File: config.mk
export PLATFORM = sky130hd
export DESIGN_NAME = logic_op_pipe
export DESIGN_NICKNAME = d
export VERILOG_FILES = /design/src/rtl/logic_op_pipe.sv
export SDC_FILE = /design/constraint.sdc
export NUM_CORES = 1
export LEC_CHECK = 0
export ABC_AREA = 1
export CAP_MARGIN = 40
export CORE_MARGIN = 5
export CORE_UTILIZATION = 47
export DETAILED_ROUTE_END_ITERATION = 8
export PLACE_DENSITY_LB_ADDON = 0.2
export SYNTH_ARGS = -nofsm -noshare
export SYNTH_HDL_FRONTEND = slang
export SYNTH_SLANG_ARGS = --single-unit
File: constraint.sdc
create_clock -name clock -period 2.9 [get_ports clock]
set_input_delay 0.87 -clock clock [delete_from_list [all_inputs] [get_ports clock]]
set_output_delay 0.87 -clock clock [all_outputs]
set_load 0.01 [all_outputs]
File: src/rtl/logic_op_pipe.sv
// Two-stage registered AND/OR/XOR/NOT unit with a zero flag and a consumed-result counter.
// Latency 2 edges from acceptance; out_ready stalls S2 then S1, and in_ready falls only when both are full.
module logic_op_pipe #(
    parameter int WIDTH     = 32,
    parameter int CNT_WIDTH = 16
) (
    input  logic                 clock,
    input  logic                 reset,
    input  logic                 in_valid,
    output logic                 in_ready,
    input  logic [WIDTH-1:0]     in_a,
    input  logic [WIDTH-1:0]     in_b,
    input  logic [1:0]           in_op,
    output logic                 out_valid,
    input  logic                 out_ready,
    output logic [WIDTH-1:0]     out_result,
    output logic                 out_zero,
    output logic [1:0]           out_op,
    output logic [CNT_WIDTH-1:0] op_count
);

    localparam logic [1:0] OP_AND = 2'b00;
    localparam logic [1:0] OP_OR  = 2'b01;
    localparam logic [1:0] OP_XOR = 2'b10;

    logic             s1_valid;
    logic [WIDTH-1:0] a1;
    logic [WIDTH-1:0] b1;
    logic [1:0]       op1;
    logic             s2_valid;

    logic             s2_free;
    logic             s1_adv;
    logic             in_fire;
    logic             out_fire;
    logic [WIDTH-1:0] f;

    assign s2_free   = !s2_valid || out_ready;
    assign s1_adv    = s1_valid && s2_free;
    assign in_ready  = !s1_valid || s2_free;
    assign in_fire   = in_valid && in_ready;
    assign out_fire  = s2_valid && out_ready;
    assign out_valid = s2_valid;

    always_comb begin
        f = '0;
        case (op1)
            OP_AND:  f = a1 & b1;
            OP_OR:   f = a1 | b1;
            OP_XOR:  f = a1 ^ b1;
            default: f = ~a1;
        endcase
    end

    // Operand registers carry no meaning while s1_valid is low, so they skip reset.
    always_ff @(posedge clock) begin
        if (in_fire) begin
            a1  <= in_a;
            b1  <= in_b;
            op1 <= in_op;
        end
    end

    always_ff @(posedge clock) begin
        if (reset) begin
            s1_valid   <= 1'b0;
            s2_valid   <= 1'b0;
            out_result <= '0;
            out_zero   <= 1'b0;
            out_op     <= 2'b00;
            op_count   <= '0;
        end else begin
            if (in_fire) begin
                s1_valid <= 1'b1;
            end else if (s1_adv) begin
                s1_valid <= 1'b0;
            end

            if (s1_adv) begin
                out_result <= f;
                out_zero   <= (f == '0);
                out_op     <= op1;
                s2_valid   <= 1'b1;
            end else if (out_fire) begin
                s2_valid <= 1'b0;
            end

            if (out_fire) begin
                op_count <= op_count + 1'b1;
            end
        end
    end

endmodule

# Word-level counts from Yosys, hierarchy flattened
# Cells that the tools add are included.
# totals
regBits,119
in_bits,70
elab_cells,32
# op_classes
add_sub_neg,1
n_eq_ne,2
mux,5
bitwise_logic,4
n_reduce_logical,11
# op_table
operator,count
$pmux W32 S3,1
$and A32 B32 Y32,1
$logic_not A32 Y1,1
$not A32 Y32,1
$or A32 B32 Y32,1
$xor A32 B32 Y32,1
$add A16 B1 Y16 const B,1
$mux W1,4
$reduce_bool A2 Y1,2
$logic_and A1 B1 Y1,3
$eq A2 B1 Y1 const B,1
$eq A2 B2 Y1 const B,1
$logic_not A1 Y1,2
$logic_not A2 Y1,1
$logic_or A1 B1 Y1,2

# Longest topological paths before layout
# Gate-level depths: netlist (run 1).
# depth
depth_word,5
depth_mapped,13
mapped_depth_nobuf,12

# Least setup slack after synthesis (run 1)
# Ideal clock, no wire load.
# synth_timing
kind,in2reg
start,input port out_ready
end,"register a1[0], enable pin"
setup_ns,0.420
arrival_time_ns,2.428
required_time_ns,2.480
setup_slack_ns,0.052
path_stages,4
n_path_buf,0
cell_sequence,inv_1 -> nand3_1 -> nand2_1 -> inv_1
# synth_via
elab_chain_len,3
# synth_lines
item,line,text
from (decl),15,"input logic out_ready,"
$logic_or A1 B1 Y1,38,assign s2_free = !s2_valid || out_ready;
$logic_or A1 B1 Y1,40,assign in_ready = !s1_valid || s2_free;
via in_ready,10,"output logic in_ready,"
$logic_and A1 B1 Y1,41,assign in_fire = in_valid && in_ready;
via in_fire,34,logic in_fire;
to (signal assigned),58,a1 <= in_a;
to (decl),27,logic [WIDTH-1:0] a1;
# The timed path passes the listed nets, and every way through them passes these cells.
# A chain may end at the register's enable or synchronous reset.

# Worst setup path in the final report (run 1)
# layout_timing
start,input port out_ready
end,output port in_ready
# layout_via
elab_chain_len,2
# layout_lines
item,line
$logic_or A1 B1 Y1,38
$logic_or A1 B1 Y1,40
to (decl),10
# Every way passes these cells.

==> results of run 1 <==
==> stage by stage <==
| stage | hold WS (ns) | TNS [ns] | std cells |
|---|---|---|---|
| 6_report | 0.465 | 0 | 992 |
| 3_3_place_gp | 0.455 | -0.0134 | 960 |
| 5_1_grt | 0.489 | 0 | 992 |
| 2_1_floorplan | 0.489 | 0 | 682 |
| 4_1_cts | 0.465 | 0 | 992 |
| 3_5_place_dp | 0.457 | -0.0544 | 960 |
==> cells in the mapped netlist <==
| cell | number | area share, % |
|---|---|---|
| inv_2 | 2 | 0.12 |
| dfxtp_1 | 53 | 17 |
| nor2_2 | 5 | 0.52 |
| o21ai_1 | 6 | 0.49 |
| clkbuf_1 | 13 | 0.80 |
| nand3_1 | 44 | 3.6 |
| o21a_1 | 1 | 0.12 |
| buf_6 | 6 | 1.1 |
| nand2_2 | 2 | 0.21 |
| xor2_1 | 2 | 0.29 |
| buf_4 | 3 | 0.37 |
| a21oi_1 | 44 | 3.6 |
| nand4_1 | 6 | 0.62 |
| nand3_2 | 1 | 0.16 |
| inv_4 | 2 | 0.21 |
| inv_1 | 94 | 5.8 |
| edfxtp_1 | 66 | 33 |
| nand3b_1 | 4 | 0.49 |
| o22ai_1 | 1 | 0.10 |
| clkinv_1 | 1 | 0.062 |
| nand2_1 | 165 | 10 |
| a31oi_1 | 2 | 0.21 |
| nor2_1 | 32 | 2.0 |
| nor3_1 | 2 | 0.16 |
| a211oi_1 | 1 | 0.12 |
| o21ai_0 | 50 | 4.1 |
| nor2_4 | 1 | 0.19 |
| buf_2 | 6 | 0.49 |
| ha_1 | 65 | 13 |
| nor3_2 | 1 | 0.16 |
| o211ai_1 | 1 | 0.12 |
==> flip-flops by register name (all words and copies together), names as in the netlist <==
register / cells
out_result: 32
a1: 32
out_zero: 1
out_op: 2
op1: 2
b1: 32
s1_valid: 1
out_valid: 1
op_count: 16
==> layout by cell type, fill, tap and decap left out, types with 3 or more instances in the layout <==
master / count
clkbuf_1: 7
nand3b_1: 4
clkbuf_16: 17
clkinv_2: 3
inv_2: 3
ha_1: 65
buf_4: 11
o21ai_0: 50
edfxtp_1: 66
clkinv_1: 3
inv_1: 92
clkbuf_8: 3
nand3_1: 44
nor2_2: 5
dfxtp_1: 53
nand2_1: 165
o21ai_1: 6
clkdlybuf4s50_1: 121
a21oi_1: 44
nand4_1: 6
nor2_1: 32
==> routing by layer <==
| metal | up-vias | GRT usage, % |
|---|---|---|
| li1 | 2475 | - |
| met3 | 26 | 5.81 |
| met2 | 181 | 33.8 |
| met1 | 2393 | 24.4 |
| met5 | - | 0 |
| met4 | 0 | 9.97 |
==> power by group through the flow <==
| stage | sequential (mW) | combinational (mW) | clock (mW) |
|---|---|---|---|
| after floorplan | 1.98 | 0.272 | 0 |
| after global placement | 1.98 | 0.519 | 0 |
| after detailed placement | 1.98 | 0.546 | 0 |
| after CTS | 1.95 | 0.551 | 1.96 |
| after global routing | 1.96 | 0.615 | 2.04 |
| final | 1.94 | 0.547 | 1.93 |
==> kinds of logic (layout without fill, tap and decap cells) <==
logic type | count (synthesis) | in the layout | synth area share, %
xor gates and xnor gates | 2 | 2 | 0.288
DFF | 119 | 119 | 50.1
buffers and inverters | 127 | 265 | 8.98
AOI/OAI and AO/OA | 106 | 106 | 8.92
and+or+nand+nor | 263 | 263 | 18.3
adders and majority gates | 65 | 65 | 13.4
==> worst max-delay path, cell delays in order <==
cell             delay, ns
clkdlybuf4s50_1       0.43
inv_1                 0.09
nand3_1               0.12
dlygate4sd2_1         0.31
==> area by class of cell <==
type / instances / area (sq um) / area share [%]
flip-flops and latches: 119 / 3040 / 38.1
multi-input cells: 436 / 2480 / 31.1
repair buffers: 134 / 1320 / 16.6
clock buffers: 27 / 493 / 6.17
inverters: 99 / 377 / 4.72
well taps: 172 / 215 / 2.70
clock inverters: 5 / 48.8 / 0.611
==> timing repair <==
item	in CTS	in global routing
hold buffers	0	0
buffers inserted	0	0
resized for setup	1	0
endpoints found under the setup margin	1	0
==> how the worst max path moves through the flow <==
stage / start / end / slack [ns] / cells after the start
floorplan: out_ready / a1[0] / 0.05 / 4
global placement: out_ready / in_ready / -0.01 / 4
detailed placement: out_ready / in_ready / -0.05 / 4
CTS: out_ready / in_ready / 0.21 / 4
global route: out_ready / in_ready / 0.14 / 4
finish: out_ready / in_ready / 0.21 / 4
==> results.json, run 1 <==
{
  "status": "finished clean",
  "start_util_pct": 48.1,
  "wl_met2_mm": 7.10,
  "ir_worst_vdd_mv": 0.574,
  "rsz0062_at_grt": "no",
  "placed_area_sq_mm": 0.00744,
  "portBuffers": 122,
  "critical_path_class": "in2out",
  "syn_area_sq_mm": 0.00607,
  "grtUsageTotal_pct": 20.4,
  "synthToLayoutAreaGrowth_pct": 31.5,
  "drc": 0,
  "setup_viol_count_final": 0,
  "p_leak_nw": 3.46,
  "grt_pass1_vias": 5180,
  "max_cap_viol_count": 0,
  "wl_met3_mm": 1.05,
  "post-dp-hpwl_mm": 10.4,
  "worstMarginPinSlew_ns": 0.690,
  "internal-power_mw": 3.38,
  "cts_tree": "done",
  "ys_seq_elements": 119,
  "finalWirelength_mm": 14.6,
  "fin_skew_ns": 0.00603,
  "start_kind": "input port",
  "switchingPower_mw": 1.04,
  "die_h_microns": 124,
  "drt-initial-drc-count": 488,
  "pin_count": 123,
  "num_vias": 5075,
  "synth_seq_area_share_pct": 50.1,
  "finalCritPeriodShare_pct": 92.8,
  "die_w_microns": 124,
  "critPathMaxFanout": 3,
  "synth_cell_types": 31,
  "period_minus_slack_ns": 2.69,
  "firstDrtPassIters": 5,
  "wl_met1_mm": 6.13,
  "p_sw_share_pct": 23.6,
  "nFillCells": 1060,
  "cp.required_ns": 2.03,
  "core_area_sq_mm": 0.0126,
  "clockPowerShare_pct": 43.7,
  "p_seq_share_pct": 44.0,
  "grt_antenna_before_repair": 0,
  "hold_depth": 2,
  "viasPerCell": 5.12,
  "clock-sinks": 119,
  "cp.arrival_ns": 1.82,
  "cp-end-kind": "output pin",
  "total_power_mw": 4.42,
  "worstReg2RegStart": "op1[1]",
  "clk_pin_slew_ns": 0.05,
  "power_density_mw_per_mm2": 554,
  "final_area_sq_mm": 0.00798,
  "synthCells": 682,
  "top_layer": "met4",
  "setup_ws_ns": 0.210,
  "cts_buffers": 17,
  "yosysWarningCount": 0,
  "dieArea_sq_mm": 0.0153,
  "hold_viol": 0,
  "utilization_pct": 63.3,
  "synth_fp_nets": 817,
  "max-slew-margin-rel_pct": 54.0,
  "drive_gt1_share_pct": 6.22,
  "max_freq_ghz": 0.372,
  "cts_htree_levels": 4,
  "clkLatencyLatePin_ns": 0.41,
  "wl_per_cell_microns": 14.8,
  "ff2ff_path_depth": 10,
  "ant_nets": 0,
  "diodes": 0,
  "grt_pass1_wl_mm": 23.9,
  "pre_cts_ws_ns": -0.0544,
  "rows": 41,
  "cts_max_path_buffers": 2,
  "r2r-end": "out_zero",
  "grt_start_max_net_pins": 67,
  "finalMaxSlewViolations": 0,
  "overflow": 0,
  "hold_end": "out_zero",
  "syn_avg_cell_area_sq_um": 8.91,
  "nets": 942,
  "cts-root-buf": "clkbuf_16",
  "place.gp.congestion": 0.884,
  "worstHoldStart": "out_zero",
  "r2r_setup_slack_ns": 0.70,
  "combPwrFrac_pct": 12.4,
  "hold_path.class": "reg2reg"
}
Power figures use the tool's default switching activity.
==> run 2: changes to the inputs <==
Settings changed: GPL_TIMING_DRIVEN set to 0.
==> run 2 against run 1 <==
  * Setup slack worse by 0.0097 ns
  * Utilization is 1.1 points higher
  * Die area stayed put
  * Final cell count is 1.6% higher
  * Critical path depth stayed put
  * Maximum frequency is 0.36% lower
  * Non-clock buffer count is 16 higher
  * Largest cell class unchanged
  * Clock skew hardly changed
  * Combinational power is 3% higher
  * Hold slack better by 0.014 ns
==> results.json, run 2 (synthesis results as in run 1) <==
{
  "wl_met3_mm": 1.19,
  "top_layer": "met4",
  "core_area_sq_mm": 0.0126,
  "slowest_delay_ns": 0.51,
  "dieArea_sq_mm": 0.0153,
  "clkLatencyLatePin_ns": 0.42,
  "grt_pass1_wl_mm": 24.3,
  "diodes": 0,
  "critPathBufInv": 3,
  "p_leak_nw": 3.53,
  "fin_skew_ns": 0.00627,
  "ir_worst_vdd_mv": 0.402,
  "ctsHoldBuffers": 0,
  "setup_ws_ns": 0.200,
  "drc": 0,
  "max-slew-margin-rel_pct": 55.1,
  "power_density_mw_per_mm2": 568,
  "worstMarginPinSlew_ns": 0.671,
  "hold_path.class": "reg2reg",
  "wl_met1_mm": 6.29,
  "cp.arrival_ns": 1.83,
  "cp_slowest_cell": "clkdlybuf4s50_1",
  "grtUsageTotal_pct": 21.0,
  "placed_area_sq_mm": 0.00752,
  "layout_common_cells": "nand2_1 (165), clkdlybuf4s50_1 (120), inv_1 (93)",
  "cts_tree": "done",
  "drive_gt1_share_pct": 7.30,
  "rsz0062_at_grt": "no",
  "period_minus_slack_ns": 2.70,
  "path_delay_family": "buffers and inverters",
  "setup_viol_count_final": 0,
  "utilization_pct": 64.4,
  "max_freq_ghz": 0.370,
  "cts_buffers": 17,
  "cp-end-kind": "output pin",
  "final_area_sq_mm": 0.00813,
  "cts-root-buf": "clkbuf_16",
  "wl_met2_mm": 7.54,
  "critPathMaxFanout": 3,
  "viasPerCell": 5.05,
  "cts_max_path_buffers": 2,
  "critical_path_class": "in2out",
  "hold_viol": 0,
  "max_cap_viol_count": 0,
  "overflow": 0,
  "holdWs_ns": 0.479,
  "place.gp.congestion": 0.854,
  "wl_per_cell_microns": 15.2,
  "synthToLayoutAreaGrowth_pct": 33.8,
  "die_w_microns": 124,
  "grt_antenna_before_repair": 0,
  "nets": 958,
  "reg_top3": "a1 x32, b1 x32, out_result x32",
  "clk_pin_slew_ns": 0.05,
  "layout_commonest_cell": "nand2_1",
  "total_power_mw": 4.62,
  "finalMaxSlewViolations": 0,
  "clock-sinks": 119,
  "rows": 41,
  "finalWirelength_mm": 15.3,
  "finalCritPeriodShare_pct": 93.1,
  "pin_count": 123,
  "portBuffers": 121,
  "pre_cts_ws_ns": -0.0593,
  "start_kind": "input port",
  "firstDrtPassIters": 5,
  "start_util_pct": 48.1,
  "status": "finished clean",
  "ant_nets": 0,
  "drt-initial-drc-count": 498,
  "num_vias": 5087,
  "cp.required_ns": 2.03,
  "grt_pass1_vias": 5088,
  "die_h_microns": 124,
  "grt_start_max_net_pins": 39,
  "cts_htree_levels": 4,
  "critical_path.cell_chain": "clkdlybuf4s50_1, inv_1, nand3_1, dlygate4sd2_1",
  "post-dp-hpwl_mm": 11.4
}
==> run 2: changes by cell type in the layout (fill, tap and decap cells not counted), sizes merged <==
| cell | before | now |
|---|---|---|
| clkbuf | 27 | 39 |
| buf | 12 | 16 |
| clkdlybuf4s50 | 121 | 120 |
| clkinv | 6 | 5 |
| clkinvlp | 0 | 1 |
| inv | 97 | 98 |
==> run 2: metrics by stage <==
stage,cells,setup TNS (ns)
floorplan,682,0
global placement,975,-59.27
detailed placement,976,-0.0593
CTS,1008,0
global route,1008,0
finish,1008,0
==> run 2: where the power goes <==
part | total [mW] | internal (mW) | switching (mW)
logic | 0.561 | 0.265 | 0.296
clock network | 2.11 | 1.39 | 0.721
registers | 1.95 | 1.89 | 0.0638
total | 4.62 | 3.54 | 1.08
==> run 2: per-layer routing <==
| metal | global-route usage, % | vias up |
|---|---|---|
| met1 | 25.5 | 2375 |
| met2 | 35.0 | 186 |
| met3 | 5.77 | 23 |
| met5 | 0 | - |
| li1 | - | 2503 |
| met4 | 9.13 | 0 |
==> run 2: final cells by class <==
type | count | area (sq um)
tap | 172 | 215
timing repair buffer | 122 | 1230
clock inverter | 6 | 57.6
sequential | 119 | 3040
clock buffer | 26 | 552
inverter | 99 | 377
buffer | 28 | 169
fill | 1085 | 4490
multi-input combinational | 436 | 2480
==> run 2: what timing repair did <==
action,in CTS,in global routing
buffers inserted,0,0
resized for setup,1,0
endpoints found under the setup margin,1,0
==> run 2: path summary, 6_finish.rpt <==
check / depth (start not counted) / start / slack, ns / endpoint
max reg2reg: 12 / op1[1] / 0.99 / out_zero
min reg2reg: 2 / op_count[15] / 0.48 / op_count[15]
min: 2 / op_count[15] / 0.48 / op_count[15]
max: 4 / out_ready / 0.20 / in_ready
==> run 2: worst register-to-register path: stages, from the launching register on <==
cell and delay [ns]:
edfxtp_1 0.34, buf_6 0.16, inv_4 0.09, nor2_1 0.52
nand2_1 0.13, nand3_1 0.10, nand2_1 0.07, nand2_1 0.06
nor2_1 0.04, nand2_1 0.07, nor2_1 0.05, nand3_1 0.07
a21oi_1 0.06
==> run 3: changes to the inputs <==
Settings changed: ABC_CLOCK_PERIOD_IN_PS set to 2900, CTS_CLUSTER_DIAMETER set to 50.
==> results of run 3 <==
The final DEF is identical to that of run 2; final timing and power are the same.
